==> src/rtl/aes_dec_out_buffer.sv <==
// Output buffer for the AES decryption core: a DEPTH-entry plaintext FIFO plus
// a credit counter that throttles block launches so the FIFO cannot overrun.
module aes_dec_out_buffer #(
  parameter int DEPTH = 16
) (
  input  logic                     clk,
  input  logic                     rst,
  input  logic                     issue,
  input  logic [127:0]             core_out,
  input  logic                     core_valid,
  output logic [127:0]             m_data,
  output logic                     m_valid,
  input  logic                     m_ready,
  output logic                     issue_ok,
  output logic [$clog2(DEPTH):0]   count,
  output logic                     overflow
);

  localparam int AW = $clog2(DEPTH);
  localparam int CW = AW + 1;

  logic [127:0]  mem_q [DEPTH];
  logic [AW-1:0] wp_q, wp_d, rp_q, rp_d;
  logic [CW-1:0] count_q, count_d, cred_q, cred_d;
  logic          ovf_q, ovf_d;
  logic          full, pop, push, iss_acc, cred_dec;

  assign full     = (count_q == CW'(DEPTH));
  assign m_valid  = (count_q != '0);
  assign pop      = m_valid && m_ready;
  // A full buffer still takes a push when the head leaves on the same edge.
  assign push     = core_valid && (!full || pop);
  assign issue_ok = (cred_q < CW'(DEPTH));
  assign iss_acc  = issue && issue_ok;
  // Unmatched pushes can leave data without credits; never wrap below zero.
  assign cred_dec = pop && (cred_q != '0);

  always_comb begin
    wp_d    = wp_q;
    rp_d    = rp_q;
    count_d = count_q;
    cred_d  = cred_q;
    ovf_d   = ovf_q;
    if (push) wp_d = wp_q + AW'(1);
    if (pop)  rp_d = rp_q + AW'(1);
    unique case ({push, pop})
      2'b10:   count_d = count_q + CW'(1);
      2'b01:   count_d = count_q - CW'(1);
      default: count_d = count_q;
    endcase
    unique case ({iss_acc, cred_dec})
      2'b10:   cred_d = cred_q + CW'(1);
      2'b01:   cred_d = cred_q - CW'(1);
      default: cred_d = cred_q;
    endcase
    if ((issue && !issue_ok) || (core_valid && !push) || (core_valid && cred_q == '0))
      ovf_d = 1'b1;
  end

  always_ff @(posedge clk or posedge rst) begin
    if (rst) begin
      wp_q    <= '0;
      rp_q    <= '0;
      count_q <= '0;
      cred_q  <= '0;
      ovf_q   <= 1'b0;
    end else begin
      wp_q    <= wp_d;
      rp_q    <= rp_d;
      count_q <= count_d;
      cred_q  <= cred_d;
      ovf_q   <= ovf_d;
    end
  end

  always_ff @(posedge clk) begin
    if (push) mem_q[wp_q] <= core_out;
  end

  assign m_data   = m_valid ? mem_q[rp_q] : '0;
  assign count    = count_q;
  assign overflow = ovf_q;

endmodule

==> config.mk <==
export PLATFORM = sky130hd
export DESIGN_NAME = aes_dec_out_buffer
export DESIGN_NICKNAME = d
export VERILOG_FILES = /design/src/rtl/aes_dec_out_buffer.sv
export SDC_FILE = /design/constraint.sdc
export NUM_CORES = 2
export LEC_CHECK = 0
export ABC_CLOCK_PERIOD_IN_PS = 18300
export BUFFER_PORTS_ARGS = -buffer_cell sky130_fd_sc_hd__buf_4
export CAP_MARGIN = 40
export CELL_PAD_IN_SITES_DETAIL_PLACEMENT = 1
export CELL_PAD_IN_SITES_GLOBAL_PLACEMENT = 1
export CORE_MARGIN = 2
export CORE_UTILIZATION = 55
export DETAILED_ROUTE_END_ITERATION = 6
export PLACE_DENSITY_LB_ADDON = 0.05
export SLEW_MARGIN = 20
export SYNTH_ARGS = -nofsm -noshare
export SYNTH_HDL_FRONTEND = slang
export SYNTH_SLANG_ARGS = --single-unit
==> constraint.sdc <==
create_clock -name clk -period 18.3 [get_ports clk]
set_input_delay 0 -clock clk [delete_from_list [all_inputs] [get_ports clk]]
set_output_delay 0 -clock clk [all_outputs]
set_load 0.01 [all_outputs]
# Yosys cells after proc, flatten, opt, wreduce, memory -nomap -nowiden

Memories as Yosys holds them, arrays and structs flattened.
Index checks and enable logic that the tools add are counted.

Bits in registers: 19
RAM bits: 2048
Input port bits: 133
Memories: 1

$add $sub $neg: 6
$lt $le $gt $ge: 1
Eq/ne operators: 5
Muxes and demuxes: 5
Reduce and logical (&&, ||, !) cells: 18

Memory list:

| memory | depth | bits a word | read ports | clocked after Yosys merged registers in | wr ports | RTL line | text |
|---|---|---|---|---|---|---|---|
| mem_q  | 16    | 128         | 1          | 0                                       | 1        | 22       | `logic [127:0] mem_q [DEPTH];` |

Operators with widths:

| kind                  | count |
|---|---|
| $mux W128             | 1 |
| $pmux W5 S2           | 2 |
| $add A5 B1 Y5 const B | 2 |
| $reduce_bool A5 Y1    | 2 |
| $sub A5 B1 Y5 const B | 2 |
| $add A4 B1 Y4 const B | 2 |
| $logic_and A1 B1 Y1   | 7 |
| $eq A5 B5 Y1 const B  | 1 |
| $logic_not A5 Y1      | 1 |
| $lt A5 B5 Y1 const B  | 1 |
| $eq A2 B1 Y1 const B  | 2 |
| $eq A2 B2 Y1 const B  | 2 |
| $reduce_bool A2 Y1    | 2 |
| $logic_not A1 Y1      | 3 |
| $logic_or A1 B1 Y1    | 3 |
| $mux W1               | 2 |

# Longest topological paths before layout

Depth in word-level cells: 8
Depth in mapped cells: 11

# Worst setup path before layout

No wires, ideal clock.

Path kind: register to register
Start: register wp_q[0]
End: memory mem_q[2][0], enable pin
Library setup time: 929 ps
Arrival: 12892 ps
Required time: 17371 ps
Slack: 4479 ps
Cell stages (with the launch flop): 5
Path through: dfrtp_1 -> inv_1 -> ha_1 -> inv_1 -> nor4_1

RTL lines:

| item                     | RTL line | text |
|---|---|---|
| start: declaration       | 23       | `logic [AW-1:0] wp_q, wp_d, rp_q, rp_d;` |
| start signal: assignment | 68       | `wp_q <= wp_d;` |
| end: declaration         | 22       |  |

Straight into the memory's write port.

# Final worst setup path

Start: register rp_q[1]
End: output port m_data[11]

Longest elaborated chain between the ends: 2

RTL lines:

| item                     | RTL line | text |
|---|---|---|
| start: declaration       | 23       |  |
| start signal: assignment | 69       | `rp_q <= rp_d;` |
| $mem_v2 Z16 W128         | --       |  |
| $mux W128                | 80       | `assign m_data = m_valid ? mem_q[rp_q] : '0;` |
| end: declaration         | 11       | `output logic [127:0] m_data,` |

No other way between the ends.

==> impl_results.md <==
* Status: complete, no violations
* Post-synth EDFFs at between 2000 and 2500
* Worst reg-to-reg setup slack at ~15000 ps
* Avg Cell Area, Syn at between 20 and 25 µm²
* CTS tree: yes
* Clock sink total at between 2000 and 2500
* DR vias at between 30000 and 40000
* Drt drc at 0
* Filler Cell Count at 11299
* Die Wd at between 300 and 400 µm
* Global-route wire length before repair at 291000 µm
* Routability cong. at ~0.76
* # hold bufs at CTS at about 180
* Clock slew at reported path FFs at 60 ps
* Worst-margin pin slew at ~1000 ps
* Setup Skew at 30.2 ps
* Setup TNS at 0 ps
* Multi-input gate area at 16000 µm²
* Pre-Repair DR Iteration Count at 5
* Syn Nets at approximately 3600
* I/O pins at ~270
* Cell variety after synth at 42
* Crit path from: rp_q[1]
* Sequential area share after synthesis at 78.6%
* Synth Cell Area at about 80000 µm²
* Storage cell area at 62000 µm²
* Post_cts resized at 0
* Root Driver: clkbuf_16
* Max Fclk at 186 MHz
* Ys flop type: edfxtp_1
* Vias in the first global route at 41554
* DP HPWL at 105000 µm
* R2R depth at 7
* Syn Inst Count at 3416
* GRT Util Overall at roughly 28%
* Final WL at just under 200000 µm
* Crit path max fanout at between 100 and 150
* Finished Core Util at 65.1%
* Die H at about 380 µm
* Crit Reg-Reg Endpoint: mem_q[15][51]
* DR iter-0 viols at ~3800
* Yosys top cell area share at just under 80%
* Setup violators final at 0
* Critical path type: flop to output port
* Area Overhead vs Synth at 17.2%
* PD cells at ~160 nW/µm²
* Min Tclk post-route at ~5400 ps
* Synth Register Bits at 2067
* Max Slew Vio Count at 0
* Antenna violations before repair at 21
* Critical path capture point type: output port
* Clock latency on the worst-skew pair at around 800 ps
* Dominant cells by area after synthesis: edfxtp_1 78%, mux4_2 15%, mux2i_1 1.7%, nand3_1 1.6%, o211ai_1 1.2%
* Core outline area at 142000 µm²
* Initial core utilization at between 50% and 60%
* Num rows at approximately 140
* Hold Path Class: input port to flop
* Final worst path period share at roughly 29%
* Count leader, synth: edfxtp_1
* DR vias/cell at 6.38
* LEAKAGE at 29.7 nW
* Wirelength per Cell at ~33 µm
* Nets at roughly 4000
* Worst Path Arrival at around 5400 ps
* Worst rel slew slack at around a third
* Synth area leader: edfxtp_1
* Pin count of the biggest net entering global routing at 120
* Crit path to: m_data[11]
* Worst setup SP type: flop
* Post-CTS Setup Repair Bufs at 0
* Fin. Hold Viols at 0
* Required @ worst endpoint at about 18000 ps
* Yosys warning total at 0
* Async S/R FF share, synth at 0.919%
* Commonest cells post-synth: 2048 x edfxtp_1, 512 x mux4_2, 260 x nand3_1
* Maximum VDD drop at 0.121 mV
* TritonCTS buffer count at around 200
* CTS Buffer Depth at 3
* IO Port Bufs at 268
* Unrepaired setup endpoints after global routing: false
* Routed Antenna Nets at 0
* Maximum capacitance violations at 0
* Grt total ovfl at 0
* RR Startpoint: count[0]
* Share of layout cells above drive strength 1 at between 20% and 30%
* Die area at about 150000 µm²
* H-Tree Depth at 4
worst min-delay path by stage:
stage          depth (start not counted)          from             to  slack [ps]
2_1_floorplan                          1           rst       count[0]         -50
3_3_place_gp                           2           rst        wp_q[1]         180
3_5_place_dp                           2           rst        wp_q[0]         210
4_1_cts                                2  core_out[63]   mem_q[7][63]         0.3
5_1_grt                                2  core_out[34]  mem_q[13][34]          30
6_report                               2  core_out[52]  mem_q[15][52]          50
worst max-delay path, cell delays in order (launching register included):
cell and delay (ps):
dfrtp_4 900, buf_12 680, buf_12 730, buf_4 420, buf_16 290, mux4_2 530
mux2i_1 530, o211ai_1 190, buf_4 190
flip-flops by register name, indices dropped and copies added, names as in the netlist:
name and count:
overflow 1, rp_q 4, wp_q 4, cred_q 5, mem_q 2048, count 5
logic make-up (layout without fill, tap and decap cells):
logic type	after synthesis	in the layout	share of synthesized area, %
XOR/XNOR	15	15	0.167
buffers and inverters	215	938	1.29
multiplexers	647	647	16.3
flip-flops	2067	2067	78.6
adder cells (fa/ha/maj)	12	12	0.200
other	0	7	0
AND/OR/NAND/NOR	313	313	2.04
AO/OA/AOI/OAI	147	147	1.39
per-stage QoR:
step | std cells | area (µm²) | hold slack [ps] | power (W) | worst slack (ps)
finish | 6036 | 92400 | 47.6 | 0.0146 | 12930
CTS | 6020 | 92200 | 0.316 | 0.0147 | 11900
global route | 6034 | 92400 | 25.8 | 0.0151 | 12550
detailed placement | 5468 | 83800 | 207 | 0.0105 | 12800
global placement | 5436 | 83000 | 184 | 0.0103 | 12870
floorplan | 3416 | 78900 | -48.9 | 0.00877 | 4480
layer usage:
layer | GRT usage [%] | up-vias | wire [µm]
li1 | - | 15731 | -
met2 | 45.3 | 1441 | 99500
met4 | 6.68 | 22 | 3910
met1 | 39.6 | 21040 | 82400
met5 | 0 | - | 145
met3 | 4.36 | 277 | 12600
cells in the final DEF, fill, tap and decap left out, types with 7 or more instances in the layout:
| cell type | n |
|---|---|
| mux2i_1 | 131 |
| clkinv_2 | 42 |
| and2_4 | 9 |
| xnor2_1 | 10 |
| mux4_2 | 512 |
| clkbuf_16 | 215 |
| clkbuf_1 | 36 |
| diode_2 | 7 |
| inv_1 | 11 |
| bufinv_16 | 20 |
| buf_4 | 323 |
| buf_12 | 22 |
| buf_16 | 28 |
| dfrtp_1 | 16 |
| nand3_1 | 260 |
| clkinv_1 | 50 |
| o211ai_1 | 128 |
| ha_1 | 11 |
| dlygate4sd3_1 | 176 |
| edfxtp_1 | 2048 |
cell type report:
type	count	area share (%)
repair buffers	551	5.87
clock buffers	251	5.97
flip-flops and latches	2067	67.1
clock inverters	125	1.20
well taps	1890	2.56
inverters	11	0.0447
diodes	7	0.0190
multi-input cells	1134	17.3
report_power, final:
group | switching [W] | total, W | internal [W]
combinational | 0.00254 | 0.00459 | 0.00205
sequential | 0.000169 | 0.00586 | 0.00569
clock | 0.00175 | 0.00415 | 0.00241
No activity file was read; power rests on OpenSTA's default activity.
